## src/rtl/set_assoc_cache_ctrl_if.sv

```systemverilog
// Bus bundle between the pipeline/memory side and the cache tag/LRU controller.
// The controller takes the slave view; the pipeline and memory take the master view.
interface set_assoc_cache_ctrl_if #(
    parameter int unsigned ADDR_W      = 16,
    parameter int unsigned DATA_W      = 16,
    parameter int unsigned NUM_SETS    = 64,
    parameter int unsigned BLOCK_WORDS = 8
);
    localparam int unsigned IDX_W = $clog2(NUM_SETS);
    localparam int unsigned WRD_W = $clog2(BLOCK_WORDS);

    // Lookup side
    logic              req_valid;
    logic [ADDR_W-1:0] req_addr;
    logic              flush;
    logic              hit;
    logic              hit_way;
    logic              stall;

    // Main memory side
    logic              mem_req;
    logic [ADDR_W-1:0] mem_addr;
    logic              mem_data_valid;
    logic [DATA_W-1:0] mem_data_in;

    // Data array fill side
    logic              fill_we;
    logic              fill_way;
    logic [IDX_W-1:0]  fill_set;
    logic [WRD_W-1:0]  fill_word;
    logic [DATA_W-1:0] fill_data;
    logic              fill_done;

    modport slave (
        input  req_valid, req_addr, flush, mem_data_valid, mem_data_in,
        output hit, hit_way, stall, mem_req, mem_addr,
        output fill_we, fill_way, fill_set, fill_word, fill_data, fill_done
    );

    modport master (
        output req_valid, req_addr, flush, mem_data_valid, mem_data_in,
        input  hit, hit_way, stall, mem_req, mem_addr,
        input  fill_we, fill_way, fill_set, fill_word, fill_data, fill_done
    );
endinterface

```

## src/rtl/set_assoc_cache_ctrl.sv

```systemverilog
// 2-way set-associative cache tag/LRU controller with a miss-fill FSM.
// Tags, valid bits and per-set LRU live in flops; the data array is external and is
// written word by word through the fill_* outputs while a block streams in from memory.
module set_assoc_cache_ctrl #(
    parameter int unsigned ADDR_W      = 16,
    parameter int unsigned DATA_W      = 16,
    parameter int unsigned NUM_SETS    = 64,
    parameter int unsigned BLOCK_WORDS = 8
) (
    input logic                   clk,
    input logic                   rst,
    set_assoc_cache_ctrl_if.slave bus
);
    localparam int unsigned IDX_W = $clog2(NUM_SETS);
    localparam int unsigned WRD_W = $clog2(BLOCK_WORDS);
    localparam int unsigned TAG_W = ADDR_W - IDX_W - WRD_W - 1;
    localparam logic [WRD_W-1:0] LAST_WORD = WRD_W'(BLOCK_WORDS - 1);

    typedef enum logic [1:0] {
        StIdle,
        StFill,
        StDone
    } state_e;

    // State
    state_e            state_q, state_d;
    logic [NUM_SETS-1:0] valid_q [2];
    logic [NUM_SETS-1:0] valid_d [2];
    logic [TAG_W-1:0]  tag_q [2][NUM_SETS];
    logic [TAG_W-1:0]  tag_d [2][NUM_SETS];
    // lru bit = way to evict next
    logic [NUM_SETS-1:0] lru_q, lru_d;

    // Miss context latched on IDLE->FILL
    logic [TAG_W-1:0]  fill_tag_q, fill_tag_d;
    logic [IDX_W-1:0]  fill_idx_q, fill_idx_d;
    logic              victim_q, victim_d;
    logic [WRD_W-1:0]  issue_cnt_q, issue_cnt_d;
    logic [WRD_W-1:0]  ret_cnt_q, ret_cnt_d;
    // Set once all BLOCK_WORDS reads are issued; the issue counter wraps so it cannot tell
    logic              issue_done_q, issue_done_d;

    // Lookup
    logic [TAG_W-1:0]  req_tag;
    logic [IDX_W-1:0]  req_idx;
    logic              hit0, hit1;
    logic              is_idle;
    logic              lookup_hit;
    logic              lookup_way;
    logic              victim_sel;
    logic              mem_req_int;
    logic              fill_we_int;

    // Byte and word offset do not take part in tag matching.
    logic              unused_addr_bits;
    assign unused_addr_bits = ^bus.req_addr[WRD_W:0];

    assign req_tag = bus.req_addr[ADDR_W-1 -: TAG_W];
    assign req_idx = bus.req_addr[WRD_W+1 +: IDX_W];

    // Tag compare, hit resolution and victim choice for the current request.
    always_comb begin
        hit0       = valid_q[0][req_idx] && (tag_q[0][req_idx] == req_tag);
        hit1       = valid_q[1][req_idx] && (tag_q[1][req_idx] == req_tag);
        is_idle    = (state_q == StIdle);
        lookup_hit = bus.req_valid && is_idle && (hit0 || hit1);
        lookup_way = lookup_hit && hit1 && !hit0;
        if (!valid_q[0][req_idx]) begin
            victim_sel = 1'b0;
        end else if (!valid_q[1][req_idx]) begin
            victim_sel = 1'b1;
        end else begin
            victim_sel = lru_q[req_idx];
        end
        mem_req_int = (state_q == StFill) && !issue_done_q;
        fill_we_int = (state_q == StFill) && bus.mem_data_valid;
    end

    // Next-state for the FSM, tag/valid/LRU arrays and fill counters.
    always_comb begin
        state_d      = state_q;
        valid_d      = valid_q;
        tag_d        = tag_q;
        lru_d        = lru_q;
        fill_tag_d   = fill_tag_q;
        fill_idx_d   = fill_idx_q;
        victim_d     = victim_q;
        issue_cnt_d  = issue_cnt_q;
        ret_cnt_d    = ret_cnt_q;
        issue_done_d = issue_done_q;

        case (state_q)
            StIdle: begin
                if (bus.flush) begin
                    // Flush wins over a same-cycle hit: no LRU update, no fill start.
                    valid_d[0] = '0;
                    valid_d[1] = '0;
                end else if (lookup_hit) begin
                    lru_d[req_idx] = ~lookup_way;
                end else if (bus.req_valid) begin
                    state_d      = StFill;
                    fill_tag_d   = req_tag;
                    fill_idx_d   = req_idx;
                    victim_d     = victim_sel;
                    issue_cnt_d  = '0;
                    ret_cnt_d    = '0;
                    issue_done_d = 1'b0;
                end
            end

            StFill: begin
                if (!issue_done_q) begin
                    issue_cnt_d = issue_cnt_q + 1'b1;
                    if (issue_cnt_q == LAST_WORD) begin
                        issue_done_d = 1'b1;
                    end
                end
                if (bus.mem_data_valid) begin
                    ret_cnt_d = ret_cnt_q + 1'b1;
                    if (ret_cnt_q == LAST_WORD) begin
                        // Block becomes visible only once its final word is written.
                        tag_d[victim_q][fill_idx_q]   = fill_tag_q;
                        valid_d[victim_q][fill_idx_q] = 1'b1;
                        lru_d[fill_idx_q]             = ~victim_q;
                        state_d                       = StDone;
                    end
                end
            end

            StDone: begin
                state_d = StIdle;
            end

            default: begin
                state_d = StIdle;
            end
        endcase
    end

    // State registers; reset also discards any partially filled block.
    always_ff @(posedge clk or posedge rst) begin
        if (rst) begin
            state_q      <= StIdle;
            lru_q        <= '0;
            fill_tag_q   <= '0;
            fill_idx_q   <= '0;
            victim_q     <= 1'b0;
            issue_cnt_q  <= '0;
            ret_cnt_q    <= '0;
            issue_done_q <= 1'b0;
            for (int w = 0; w < 2; w++) begin
                valid_q[w] <= '0;
                for (int s = 0; s < NUM_SETS; s++) begin
                    tag_q[w][s] <= '0;
                end
            end
        end else begin
            state_q      <= state_d;
            valid_q      <= valid_d;
            tag_q        <= tag_d;
            lru_q        <= lru_d;
            fill_tag_q   <= fill_tag_d;
            fill_idx_q   <= fill_idx_d;
            victim_q     <= victim_d;
            issue_cnt_q  <= issue_cnt_d;
            ret_cnt_q    <= ret_cnt_d;
            issue_done_q <= issue_done_d;
        end
    end

    // Output drive; mem_addr is held at zero whenever no read is being issued.
    always_comb begin
        bus.hit       = lookup_hit;
        bus.hit_way   = lookup_way;
        bus.stall     = (bus.req_valid && is_idle && !lookup_hit) || !is_idle;
        bus.mem_req   = mem_req_int;
        bus.mem_addr  = '0;
        if (mem_req_int) begin
            bus.mem_addr = {fill_tag_q, fill_idx_q, issue_cnt_q, 1'b0};
        end
        bus.fill_we   = fill_we_int;
        bus.fill_way  = victim_q;
        bus.fill_set  = fill_idx_q;
        bus.fill_word = ret_cnt_q;
        bus.fill_data = bus.mem_data_in;
        bus.fill_done = (state_q == StDone);
    end
endmodule

```

## src/flat_wrapper.sv

```systemverilog
// flat-port wrapper written by rule: the top's interface ports become plain ports
module set_assoc_cache_ctrl_flat 
#(
    parameter int unsigned ADDR_W      = 16,
    parameter int unsigned DATA_W      = 16,
    parameter int unsigned NUM_SETS    = 64,
    parameter int unsigned BLOCK_WORDS = 8
)
  (clk, rst, bus_req_valid, bus_req_addr, bus_flush, bus_mem_data_valid, bus_mem_data_in, bus_hit, bus_hit_way, bus_stall, bus_mem_req, bus_mem_addr, bus_fill_we, bus_fill_way, bus_fill_set, bus_fill_word, bus_fill_data, bus_fill_done);
  set_assoc_cache_ctrl_if #(.ADDR_W(ADDR_W), .DATA_W(DATA_W), .NUM_SETS(NUM_SETS), .BLOCK_WORDS(BLOCK_WORDS)) bus_i ();
  input logic clk;
  input logic rst;
  input wire logic [$bits(bus_i.req_valid)-1:0] bus_req_valid;
  input wire logic [$bits(bus_i.req_addr)-1:0] bus_req_addr;
  input wire logic [$bits(bus_i.flush)-1:0] bus_flush;
  input wire logic [$bits(bus_i.mem_data_valid)-1:0] bus_mem_data_valid;
  input wire logic [$bits(bus_i.mem_data_in)-1:0] bus_mem_data_in;
  output wire logic [$bits(bus_i.hit)-1:0] bus_hit;
  output wire logic [$bits(bus_i.hit_way)-1:0] bus_hit_way;
  output wire logic [$bits(bus_i.stall)-1:0] bus_stall;
  output wire logic [$bits(bus_i.mem_req)-1:0] bus_mem_req;
  output wire logic [$bits(bus_i.mem_addr)-1:0] bus_mem_addr;
  output wire logic [$bits(bus_i.fill_we)-1:0] bus_fill_we;
  output wire logic [$bits(bus_i.fill_way)-1:0] bus_fill_way;
  output wire logic [$bits(bus_i.fill_set)-1:0] bus_fill_set;
  output wire logic [$bits(bus_i.fill_word)-1:0] bus_fill_word;
  output wire logic [$bits(bus_i.fill_data)-1:0] bus_fill_data;
  output wire logic [$bits(bus_i.fill_done)-1:0] bus_fill_done;
  assign bus_i.req_valid = bus_req_valid;
  assign bus_i.req_addr = bus_req_addr;
  assign bus_i.flush = bus_flush;
  assign bus_i.mem_data_valid = bus_mem_data_valid;
  assign bus_i.mem_data_in = bus_mem_data_in;
  assign bus_hit = bus_i.hit;
  assign bus_hit_way = bus_i.hit_way;
  assign bus_stall = bus_i.stall;
  assign bus_mem_req = bus_i.mem_req;
  assign bus_mem_addr = bus_i.mem_addr;
  assign bus_fill_we = bus_i.fill_we;
  assign bus_fill_way = bus_i.fill_way;
  assign bus_fill_set = bus_i.fill_set;
  assign bus_fill_word = bus_i.fill_word;
  assign bus_fill_data = bus_i.fill_data;
  assign bus_fill_done = bus_i.fill_done;
  set_assoc_cache_ctrl #(.ADDR_W(ADDR_W), .DATA_W(DATA_W), .NUM_SETS(NUM_SETS), .BLOCK_WORDS(BLOCK_WORDS)) u_core (.clk(clk), .rst(rst), .bus(bus_i));
endmodule
```

## config.mk

```make
export PLATFORM = sky130hd
export DESIGN_NAME = set_assoc_cache_ctrl_flat
export DESIGN_NICKNAME = d
export VERILOG_FILES = /design/src/rtl/set_assoc_cache_ctrl_if.sv /design/src/rtl/set_assoc_cache_ctrl.sv /design/src/flat_wrapper.sv
export SDC_FILE = /design/constraint.sdc
export NUM_CORES = 2
export LEC_CHECK = 0
export ABC_AREA = 0
export BUFFER_PORTS_ARGS = -buffer_cell sky130_fd_sc_hd__buf_2
export CAP_MARGIN = 20
export CORE_MARGIN = 2
export CORE_UTILIZATION = 55
export DETAILED_ROUTE_END_ITERATION = 7
export MAX_ROUTING_LAYER = met4
export PLACE_DENSITY = 0.74
export SYNTH_ARGS = -nofsm -noshare
export SYNTH_HDL_FRONTEND = slang
export SYNTH_SLANG_ARGS = --single-unit
```

## constraint.sdc

```tcl
create_clock -name clk -period 49.6 [get_ports clk]
set_input_delay 9.92 -clock clk [delete_from_list [all_inputs] [get_ports clk]]
set_output_delay 9.92 -clock clk [all_outputs]
set_load 0.01 [all_outputs]
```

==> results_dict.tcl <==
set metrics [dict create \
    ys.flop_type "dfrtp_1" \
    r2r-end "u_core.lru_q[43]$_DFFE_PP0P_" \
    pin_count 85 \
    rrSetupSlack_ps 45070 \
    cts_tree "built" \
    period_share_pct 51.9 \
    synth_warnings 0 \
    ff_latch_area_sq_um 24600 \
    die_h_microns 297 \
    layout.nets 3812 \
    vdd_drop_max_v 0.0000466 \
    area_growth_pct 9.63 \
    tightest_slew_ps 1310 \
    slew_headroom_pct 12.6 \
    cts_root_buf "clkbuf_16" \
    period_minus_slack_ps 25750 \
    htreeDepth 3 \
    final_cell_mix "975 x dfrtp_1, 875 x mux2_2, 352 x nor2_1, 179 x nand2_1, 171 x mux2i_1" \
    groute.layer.met3.usage_pct 7.12 \
    hold_violations 0 \
    drt-total-wl_microns 141000 \
    critical_path_depth 14 \
    start_kind "input port" \
    antenna_found_initial 5 \
    cts_setup_buffers 0 \
    place_inst 4808 \
    busiest_layer "met2" \
    dp_slack_ps 24160 \
    power.leakage_nw 24.3 \
    cts_buffer_depth 3 \
    worstSkewPairLatency_ps 680 \
    crit_family "simple AND/OR/NAND/NOR gates" \
    critPathMaxFanout 63 \
    cts_made_buffers 102 \
    critPathLaunch "bus_req_addr[4]" \
    fmax_mhz 38.8 \
    multiInputGateArea_sq_um 20800 \
    hp-start "u_core.valid_q[78]$_DFFE_PP0P_" \
    die_w_microns 297 \
    num_rows 107 \
    start_util_pct 55.5 \
    syn_area_per_cell_sq_um 12.2 \
    final_max_slew_viol_count 0 \
    cp_slowest_cell "or4b_1" \
    grt_max_degree 164 \
    avgViaCountPerCell 6.65 \
    setup_violations 0 \
    dieArea_sq_um 88100 \
    synth_fp_nets 3906 \
    cts.repair.resized 0 \
    synth_edf_count 0 \
    rr_startpoint "u_core.tag_q[673]$_DFFE_PP0P_" \
    grt_pass1_vias 33100 \
    grt_pass1_wl_microns 213000 \
    routed-via-count 33300 \
    skew_ps 34.0 \
    ys_seq_area_share_pct 52.1 \
    post-dp-hpwl_microns 89800 \
    drc 0 \
    layout_setup_ws_ps 23850 \
    core_sq_um 85000 \
    hold_buffers 0 \
    ff2ff_path_depth 11 \
    path_buf_inv 6 \
    rsz0062_at_grt "no" \
    drive_gt1_share_pct 33.4 \
    synth_cell_types 75 \
    hold_slack_ps 490 \
    final_area_sq_um 51700 \
    finalPower_mw 2.01 \
    ys_async_sr_fraction_pct 100 \
    place_area_sq_um 48100 \
    io_buffers 47 \
    p_per_area_nw_per_um2 38.8 \
    cts_sinks 982 \
    place_congestion 1.00 \
    use_met2_pct 47.2 \
    status "finished clean" \
    tns_ps 0 \
    stdcell_count 5002 \
    synth_cells 3865 \
    holdPathStages 2 \
    clkTransAtPathRegs_ps 60 \
    fill_cells 6717 \
    routedWlPerCell_microns 28.1 \
    worstPathRequired_ps 39680 \
    final_common_cell "dfrtp_1" \
    syn_area_sq_um 47100 \
    crit_top_cell "buf_4" \
    hold_path_end "u_core.valid_q[78]$_DFFE_PP0P_" \
    grtUsageTotal_pct 32.7 \
    cp_cell_sequence "buf_6, buf_4, buf_4, nand2b_2, buf_4, o22a_1, a31oi_1, or4_1, o31a_1, nor4b_1, nand4b_1, or4b_1, inv_1, buf_2" \
    crit_path_end_kind "primary output" \
    slowest_delay_ps 900 \
    first_pass_iters 7 \
    maxCapViolations 0 \
    synth_seq_cells 982 \
    overflow 0 \
    critPathKind "in2out" \
    first_iter_violations 3783 \
    ant_nets 0 \
    fin_util_pct 60.8 \
    min_path_type "reg2reg" \
    grtUsageMet1_pct 43.5 \
    crit_arrival_ps 15830 \
]
==> synth_stat cells, types with 6 or more instances <==
cell,count,share of area (%)
a22o_1,16,0.30
buf_6,10,0.24
o31ai_1,13,0.21
dfrtp_1,982,52
o2bb2ai_1,11,0.20
buf_4,41,0.65
o22ai_1,123,1.6
buf_2,50,0.53
nor3_1,14,0.15
nor4_1,7,0.093
a22oi_1,100,1.6
nor2b_1,8,0.11
inv_1,77,0.61
a21oi_1,119,1.3
nor3b_1,7,0.11
a221oi_1,88,1.6
o22a_1,32,0.59
nand3_1,24,0.25
a31oi_1,21,0.28
buf_1,24,0.19
nand2_1,180,1.4
or2_2,6,0.080
o211ai_1,8,0.13
and3b_1,6,0.11
mux2i_1,171,3.6
nand2_4,7,0.17
nor2_1,354,2.8
a221o_1,34,0.72
or3b_2,18,0.33
mux4_2,50,2.4
mux2_2,875,21
clkbuf_1,202,1.6
nand3b_1,20,0.32
and2_1,23,0.31
nand2b_1,8,0.11
o21ai_0,48,0.51
==> state kept, by name, summed over array words and instances (netlist names) <==
register	count
u_core.tag_q	768
u_core.valid_q	128
u_core.lru_q	64
u_core.bus.fill_set	6
u_core.fill_tag_q	6
u_core.bus.fill_word	3
u_core.issue_cnt_q	3
u_core.state_q	2
u_core.bus.fill_way	1
u_core.issue_done_q	1
==> metal layers <==
layer  wire length, microns  vias to the layer above
li1                       -                    14000
met1                  56800                    17200
met2                  62500                     1681
met3                  13000                      459
met4                   8480                        0
met5                      0                        -
==> worst register-to-register path, cell delays in order (launching register included) <==
cell      delay (ps)
dfrtp_1          380
mux4_2           470
mux2i_1          230
o22ai_1          240
a211o_1          340
or4_1            410
a22oi_1          210
nand4b_1         370
or4b_1           910
nand2_4          300
o22ai_1          370
mux2_2           220
==> where the power goes <==
part / switching (mW) / internal (mW)
Combinational: 0.229 / 0.0732
Clock: 0.324 / 0.488
Sequential: 0.0680 / 0.825
==> area by class of cell <==
type	count	share of cell area, %
sequential	982	47.6
clock inverter	36	1.00
timing repair buffer	129	1.80
antenna	5	0.0242
tap	1144	2.77
inverter	78	0.581
multi-input combinational	2478	40.3
clock buffer	150	5.91
==> logic make-up (layout without fill, tap and decap cells) <==
group	Yosys count	after routing	share of synthesized area (%)
xor gates and xnor gates	7	7	0.130
AOI/OAI and AO/OA	655	655	9.88
adders and majority gates	4	4	0.106
buffers and inverters	405	393	3.84
muxes	1097	1097	26.9
DFF	982	982	52.1
and+or+nand+nor	714	714	6.96
other	1	6	0.00795
==> worst max path at each step <==
stage / end / slack (ps)
floorplan: u_core.bus.fill_set[0]$_DFFE_PP0P_ / 12050
global placement: bus_hit_way / 24210
detailed placement: bus_hit_way / 24160
CTS: bus_hit_way / 24140
global route: bus_hit_way / 23810
finish: bus_hit_way / 23850
Note: power is estimated with default switching activity, not from simulation.
